===== config.mk =====
export PLATFORM = sky130hd
export DESIGN_NAME = rom_port_arbiter
export DESIGN_NICKNAME = d
export VERILOG_FILES = /design/src/rtl/rom_port_arbiter.sv
export SDC_FILE = /design/constraint.sdc
export NUM_CORES = 1
export LEC_CHECK = 0
export BUFFER_PORTS_ARGS = -buffer_cell sky130_fd_sc_hd__buf_2
export CELL_PAD_IN_SITES_DETAIL_PLACEMENT = 0
export CELL_PAD_IN_SITES_GLOBAL_PLACEMENT = 1
export CORE_MARGIN = 4
export CORE_UTILIZATION = 40
export DETAILED_ROUTE_END_ITERATION = 8
export HOLD_SLACK_MARGIN = 0.06
export PLACE_DENSITY = 0.78
export REMOVE_ABC_BUFFERS = 1
export SLEW_MARGIN = 10
export SYNTH_ARGS = -nofsm -noshare
export SYNTH_HDL_FRONTEND = slang
export SYNTH_SLANG_ARGS = --single-unit
export TNS_END_PERCENT = 10

===== constraint.sdc =====
create_clock -name clk_sys -period 16.74 [get_ports clk_sys]
set_clock_uncertainty 0.15 [all_clocks]
set_input_delay 3.348 -clock clk_sys [delete_from_list [all_inputs] [get_ports clk_sys]]
set_output_delay 3.348 -clock clk_sys [all_outputs]
set_load 0.01 [all_outputs]

===== src/rtl/rom_port_arbiter.sv =====
// rom_port_arbiter: shares one SDRAM ROM read port among CHANNELS requesters.
// Ports:
//   clk_sys, reset            clock and async active-high reset
//   ch_req/ch_addr            per-channel request pulse and address
//   ch_dout/ch_rdy            per-channel read data and completion pulse
//   ch_overrun                per-channel sticky dropped-request flag
//   mem_req/mem_addr/mem_ch   memory transaction start, address, channel
//   mem_ack/mem_dout          memory completion pulse and read data
//   busy                      transaction outstanding (ISSUE or WAIT)
module rom_port_arbiter #(
  parameter int CHANNELS  = 4,
  parameter int AW        = 18,
  parameter int DW        = 32,
  parameter int FIXED_PRI = 0
) (
  input  logic                          clk_sys,
  input  logic                          reset,
  input  logic [CHANNELS-1:0]           ch_req,
  input  logic [CHANNELS*AW-1:0]        ch_addr,
  output logic [CHANNELS*DW-1:0]        ch_dout,
  output logic [CHANNELS-1:0]           ch_rdy,
  output logic [CHANNELS-1:0]           ch_overrun,
  output logic                          mem_req,
  output logic [AW-1:0]                 mem_addr,
  output logic [$clog2(CHANNELS)-1:0]   mem_ch,
  input  logic                          mem_ack,
  input  logic [DW-1:0]                 mem_dout,
  output logic                          busy
);
  localparam int CW = $clog2(CHANNELS);
  localparam logic [1:0] IDLE  = 2'd0;
  localparam logic [1:0] ISSUE = 2'd1;
  localparam logic [1:0] WAIT  = 2'd2;
  logic [1:0]             r_state;
  logic [CHANNELS-1:0]    r_pending;
  logic [CHANNELS-1:0]    r_rdy;
  logic [CHANNELS-1:0]    r_overrun;
  logic [AW-1:0]          r_addr [CHANNELS];
  logic [CHANNELS*DW-1:0] r_dout;
  logic [AW-1:0]          r_mem_addr;
  logic [CW-1:0]          r_mem_ch;
  logic [CW-1:0]          r_last;
  logic [CW-1:0]          w_win;
  logic [CW-1:0]          w_idx;
  logic                   w_grant;
  // Scan from the farthest candidate to the nearest so the nearest pending
  // channel overwrites the others: last_grant+1 first for round-robin,
  // index 0 first for fixed priority.
  always_comb begin
    w_win = '0;
    w_idx = '0;
    for (int i = CHANNELS; i >= 1; i--) begin
      w_idx = (FIXED_PRI != 0) ? CW'(i - 1)
                               : CW'(({1'b0, r_last} + (CW+1)'(i)) % (CW+1)'(CHANNELS));
      if (r_pending[w_idx]) w_win = w_idx;
    end
  end
  assign w_grant = (r_state == IDLE) && (|r_pending);
  always_ff @(posedge clk_sys or posedge reset) begin
    if (reset) begin
      r_state    <= IDLE;
      r_pending  <= '0;
      r_rdy      <= '0;
      r_overrun  <= '0;
      r_dout     <= '0;
      r_mem_addr <= '0;
      r_mem_ch   <= '0;
      r_last     <= CW'(CHANNELS - 1);
      for (int n = 0; n < CHANNELS; n++) r_addr[n] <= '0;
    end else begin
      // A request landing in the cycle its own pending bit is granted away
      // is a fresh request, not an overrun.
      for (int n = 0; n < CHANNELS; n++) begin
        if (ch_req[n] && (!r_pending[n] || (w_grant && w_win == CW'(n)))) begin
          r_pending[n] <= 1'b1;
          r_addr[n]    <= ch_addr[n*AW +: AW];
        end else if (ch_req[n]) begin
          r_overrun[n] <= 1'b1;
        end else if (w_grant && w_win == CW'(n)) begin
          r_pending[n] <= 1'b0;
        end
      end
      r_rdy <= '0;
      if (w_grant) begin
        r_state    <= ISSUE;
        r_mem_addr <= r_addr[w_win];
        r_mem_ch   <= w_win;
        r_last     <= w_win;
      end else if (r_state == ISSUE) begin
        r_state <= WAIT;
      end else if (r_state == WAIT && mem_ack) begin
        r_state                   <= IDLE;
        r_dout[r_mem_ch*DW +: DW] <= mem_dout;
        r_rdy[r_mem_ch]           <= 1'b1;
      end
    end
  end
  assign ch_dout    = r_dout;
  assign ch_rdy     = r_rdy;
  assign ch_overrun = r_overrun;
  assign mem_req    = (r_state == ISSUE);
  assign mem_addr   = r_mem_addr;
  assign mem_ch     = r_mem_ch;
  assign busy       = (r_state != IDLE);
endmodule


Yosys cells after proc, flatten, opt, wreduce, memory -nomap -nowiden. Cells that the tools add are included.

Bits in registers: 236. Bits in latches: 0. RAM bits: 0. Bits in read-only memories: 0. Input port bits: 111. Output and inout port bits: 158. Memories kept: 0.

$add $sub $neg: 5. Multipliers: 0. Div/mod/pow operators: 0. Magnitude comparators: 7. Eq/ne operators: 9. Shift operators: 2. Multiplexer cells: 36. Bitwise operators: 7. Reductions and logical operators: 37.

Operators by type and width (number): 128-bit bitwise mux (1); 32-bit by 34-bit variable shift with 128-bit output, first input constant (1); 32-bit by 34-bit variable part select with 128-bit output (1); 18-bit binary-select mux with 2-bit select (1); 18-bit two-way mux (2); 7-bit negation with 34-bit output (1); 1-bit two-way mux (17); 2-bit AND reduction (8); 2-bit by 3-bit < comparator with 1-bit output, second input constant (5); 2-bit two-way mux (7); 4-bit two-way mux (3); 1-bit logical AND (11); 2-bit nonzero test (5); 1-bit binary-select mux with 2-bit select (4); 2-bit by 1-bit inequality test with 1-bit output, second input constant (4); 2-bit equality test, second input constant (3); 1-bit inverter (6); 2-bit by 1-bit adder with 2-bit output, second input constant (2); 2-bit adder, second input constant (2); 2-bit by 1-bit equality test with 1-bit output, second input constant (2); 1-bit logical NOT (4); 2-bit logical NOT (2); 1-bit logical OR (4); 4-bit OR reduction (1); other kinds (6) (6).

Longest topological paths before layout.
Word-level depth: 13. Mapped depth: 7. Mapped depth without buffers: 5.

Worst setup path after synthesis. No wires, ideal clock.

Path kind: input port to flip-flop. Start: in mem_ack. End: reg r_dout[59] (netlist: ch_dout[59]). Arrival time: 4.199 ns. Required time: 16.456 ns. Slack: 12.257 ns. Cell stages on the path: 7. Buffers on the path: 2. Cells stage by stage: nand2_1 -> nor2_1 -> nand2_1 -> clkbuf_1 -> clkbuf_1 -> nand2_1 -> o21ai_0.

Cells in the longest elaborated chain, start to end: 2.

RTL lines: start: declaration (line 26) `input logic mem_ack,`; 1-bit logical AND (line 91) `end else if (r_state == WAIT && mem_ack) begin`; 3-bit AND reduction (no line); end signal: indexed assignment (line 93) `r_dout[r_mem_ch*DW +: DW] <= mem_dout;`; end: declaration (line 39) `logic [CHANNELS*DW-1:0] r_dout;`.

No other way between the ends. A chain may end at the register's enable or synchronous reset.

Final worst setup path.
Start: reg r_state[0]. End: out busy.

Cells in the longest elaborated chain, start to end: 1.

RTL lines: start: declaration (line 34) `logic [1:0] r_state;`; start signal: assignment (line 61) `r_state <= IDLE;`; start signal: assignment (line 85) `r_state <= ISSUE;`; start signal: assignment (line 90) `r_state <= WAIT;`; 2-bit nonzero test (line 104) `assign busy = (r_state != IDLE);`; end: declaration (line 28) `output logic busy`.

No other way between the ends.

==> impl.org <==
** Logic synthesis
- Portion of the post-synthesis area used by sequential elements :: 0.5913
- Post-Synthesis Mean Instance Area :: 9.435 um^2
- After technology mapping, the gate count stands at about 1100.
- Most used flip-flop cell after synthesis :: sky130_fd_sc_hd__dfrtp_1
- The synthesized design contains 0 enable-type register cells.
- Yosys printed 0 warnings.
- Count of cell types in the netlist :: 34
- After synthesis, the share of flip-flops with an asynchronous set or reset is 1.000.
- In this run, synthesis produced a sequential element count of 236.
- Area of the mapped netlist :: 9992 um^2

** Worst setup path
- Setup slack on the worst reg-to-reg path comes out at 13.43 ns.
- Timing startpoint of the critical path :: r_state[0]$_DFFE_PP0P_
- Crit path max fanout :: 5
- The number of cells on the worst reg-to-reg path is 5.
- In this run the critical register-to-register path is captured at r_addr[7]$_DFFE_PP0P_.
- Type of element capturing the critical path :: output pin
- The worst setup path is launched from a register.
- Worst path arrival time :: 1.37 ns
- For the worst setup path, the data required time is 13.24 ns.
- The worst register-to-register path begins at r_last[1]$_DFFE_PP1P_.
- CP Class :: reg2out

** Power and ir drop
- Net switching component of the power :: 957.8 uW
- Static leakage :: 0.006245 uW
- Internal power comes to roughly 1500 uW.
- Switching portion of total power :: 0.3917
- Power density normalized to cell area :: 197.7 nW/um^2
- Of the total power, registers draw 0.387.
- Comb pwr share :: 0.378
- The share of total power dissipated in the clock network is 0.235.
- The worst-case IR drop observed on VDD is 97.33 uV.

** Min path
- Counting instances, the worst hold path has a depth of 1.
- Worst min-delay path class :: reg2reg
- Worst hold path endpoint :: ch_overrun[2]$_DFFE_PP0P_
- Hold Path Origin :: ch_overrun[2]$_DFFE_PP0P_

** STA
- Setup violations remaining at the end of the flow were counted as 0.
- Measured against its own limit, the worst slew margin works out to 0.2440.
- The hold violation total from the final report was 0.
- Derived from the worst setup path, the maximum achievable clock frequency is 205.6 MHz.
- At the pin with the least slew margin, the transition time is 1.134 ns.
- Slew Limit Fails :: 0
- Post-route clock period utilization :: 0.2906
- Unrepaired setup endpoints after global routing :: no
- After routing, the total negative slack on setup checks comes to 0 ns.
- Final min period :: approximately 5 ns

** Finish
- Area growth from synthesis to final layout :: 23.80%
- The net count of the finished layout is approximately 1400.
- The repair_antennas step left the layout with diodes totalling 0.
- In the final layout, the share of cells above drive strength 1 is 0.2613.
- Final Util :: 0.5057
- Final std cells w/o fill :: 1633

** Placement
- Summed over all nets, the half-perimeter wirelength after detailed placement is ~20000 um.
- Number of instances in the placed design :: 1586
- Input and output buffers added on the ports amount to 268.
- At the end of routability-driven placement, the weighted congestion stood at 0.7615.

** Routing
- For this block, wires on met1 add up to 13720 um.
- Pre-antenna DRT Iters :: 5
- Number of DRC violations after detailed-routing iteration 0 :: between 800 and 900
- The count of nets left with antenna violations once routing finished came out at 0.
- The highest metal layer carrying signal wires in the routed design is met5.
- The routed design uses approximately 2200 um of met3 wire.
- Drt total wl :: 30130 um
- Dividing the detail-routed wire length by the instance count gives between 15 and 20 um.
- Summed over all nets, wire length on met2 after detailed routing comes to around 13000 um.
- Detailed routing inserted a total of 8350 vias.
- After detailed routing, the number of vias per cell comes to ~5.
- In the routed design, unresolved DRC markers number 0.

** Clock network
- Worst-case clock buffer depth :: 3
- Clock-pin slew was measured on the worst setup and hold paths at about 0.060 ns.
- Number of gates given a new drive strength after cts :: 0
- Clock insertion delay at the later pin of the skew report :: between 0.5 and 0.6 ns
- Counting every sink on the clock net gives about 240.
- Clock tree synthesis selected as its root buffer the cell sky130_fd_sc_hd__clkbuf_16.
- Number of buffers inserted by hold repair at cts :: 0
- TritonCTS built the clock tree.
- The number of clock buffers added by TritonCTS is 26.
- Total number of H-tree levels :: 1
- Once the clock tree was built, the setup fixing pass inserted 0 buffers.

** Global route
- Global routing finished with a remaining overflow of 0.
- Across every metal layer, demand over resource in global routing totals 0.2127.
- The number of global-route vias before repair is 8353.
- Entering global routing, the biggest net connects 97 pins.
- Number of antenna violations at the first check in global routing :: 1
- The first global-routing pass estimated 48030 um of wire.

** Floorplanning
- Die W :: 166.1 um
- Pin placement for this block handled 269 I/O pins.
- Chip height :: 166.1 um
- The floorplan step defined a die boundary enclosing between 20000 and 30000 um^2.
- The core region is 24460 um^2.
- Std-Cell Rows :: 57
- For this configuration, the core starts out at a cell density of 0.4085.

** Outcome
- Outcome :: finished clean

** Job
- Max-cap violations in this run came to 0.
cells by family after synthesis:
group,after synthesis,synth area share
buffers and inverters,85,0.03844
flip-flops,236,0.5913
adder cells (fa/ha/maj),6,0.007513
AND/OR/NAND/NOR,458,0.1832
multiplexers,37,0.03707
AO/OA/AOI/OAI,237,0.1425
per-layer routing:
metal / up-vias / track usage
li1: 4007 / -
met1: 3952 / 0.3097
met2: 350 / 0.3283
met3: 39 / 0.04475
met4: 2 / 0.05237
met5: - / 0
registers in the layout (all words and copies together), names as in the netlist:
register and cells:
mem_ch 2, ch_rdy 4, ch_dout 128, r_pending 4, mem_addr 18, ch_overrun 4
r_last 2, r_state 2, r_addr 72
cells in the mapped netlist (3+ instances only):
library cell               number  area share
sky130_fd_sc_hd__mux2i_1       37       0.037
sky130_fd_sc_hd__inv_1         10      0.0038
sky130_fd_sc_hd__nor2_1         4      0.0015
sky130_fd_sc_hd__buf_2          7      0.0035
sky130_fd_sc_hd__clkbuf_1      60       0.023
sky130_fd_sc_hd__o221ai_1      18       0.016
sky130_fd_sc_hd__nor3b_1        3      0.0023
sky130_fd_sc_hd__buf_6          7      0.0079
sky130_fd_sc_hd__a21o_1         6      0.0045
sky130_fd_sc_hd__nand2b_1       6      0.0038
sky130_fd_sc_hd__o22ai_1       72       0.045
sky130_fd_sc_hd__or2_1          3      0.0019
sky130_fd_sc_hd__ha_1           6      0.0075
sky130_fd_sc_hd__o21ai_0      129       0.065
sky130_fd_sc_hd__nand2_1      430        0.16
sky130_fd_sc_hd__dfrtp_1      234        0.59
through the flow:
step           total power (uW)  hold slack, ns  setup slack (ns)  cell area (um^2)
2_1_floorplan              1485          0.3227             6.771              9646
3_3_place_gp               1865          0.2880             11.48             11500
3_5_place_dp               1890          0.2925             11.38             11500
4_1_cts                    2470          0.3095             11.85             12370
5_1_grt                    2611          0.3292             11.72             12370
6_report                   2445          0.3061             11.88             12370
how the worst max path moves through the flow:
stage | endpoint | slack, ns | cells past startpoint
after floorplan | ch_dout[0]$_DFFE_PP0P_ | 6.77 | 1
after global placement | ch_dout[95]$_DFFE_PP0P_ | 11.48 | 6
after detailed placement | ch_dout[56]$_DFFE_PP0P_ | 11.38 | 6
after CTS | busy | 11.85 | 2
after global routing | ch_dout[43]$_DFFE_PP0P_ | 11.72 | 6
final | busy | 11.88 | 2
layout make-up:
class | count | area (um^2)
fill | 2306 | 12090
sequential | 236 | 5908
multi-input combinational | 738 | 3730
timing repair buffer | 278 | 1416
clock buffer | 42 | 812.0
tap | 324 | 405.4
clock inverter | 5 | 53.80
inverter | 10 | 45.04
critical path, cell delays in order, from the launching register on:
cell and delay (ns):
sky130_fd_sc_hd__dfrtp_1 0.41, sky130_fd_sc_hd__or2_4 0.29, sky130_fd_sc_hd__buf_2 0.15
power groups by stage:
| stage | combinational [uW] | clock, uW | sequential (uW) |
|---|---|---|---|
| floorplan | 498 | 0 | 986 |
| global placement | 913 | 0 | 952 |
| detailed placement | 935 | 0 | 955 |
| CTS | 939 | 584 | 947 |
| global route | 1030 | 610 | 974 |
| finish | 924 | 574 | 947 |
cell usage in the layout, fill, tap and decap left out, types with 4 or more instances in the layout:
master / count
sky130_fd_sc_hd__nand2_1: 426
sky130_fd_sc_hd__buf_2: 268
sky130_fd_sc_hd__dfrtp_1: 234
sky130_fd_sc_hd__o21ai_0: 129
sky130_fd_sc_hd__o22ai_1: 72
sky130_fd_sc_hd__mux2i_1: 37
sky130_fd_sc_hd__clkbuf_16: 27
sky130_fd_sc_hd__o221ai_1: 18
sky130_fd_sc_hd__buf_4: 10
sky130_fd_sc_hd__inv_1: 9
sky130_fd_sc_hd__clkbuf_8: 8
sky130_fd_sc_hd__clkbuf_1: 7
sky130_fd_sc_hd__nand2b_1: 6
sky130_fd_sc_hd__a21o_1: 6
sky130_fd_sc_hd__ha_1: 6
sky130_fd_sc_hd__nor2_1: 4
sky130_fd_sc_hd__nand2_2: 4
(Power assumes the default switching activity.)
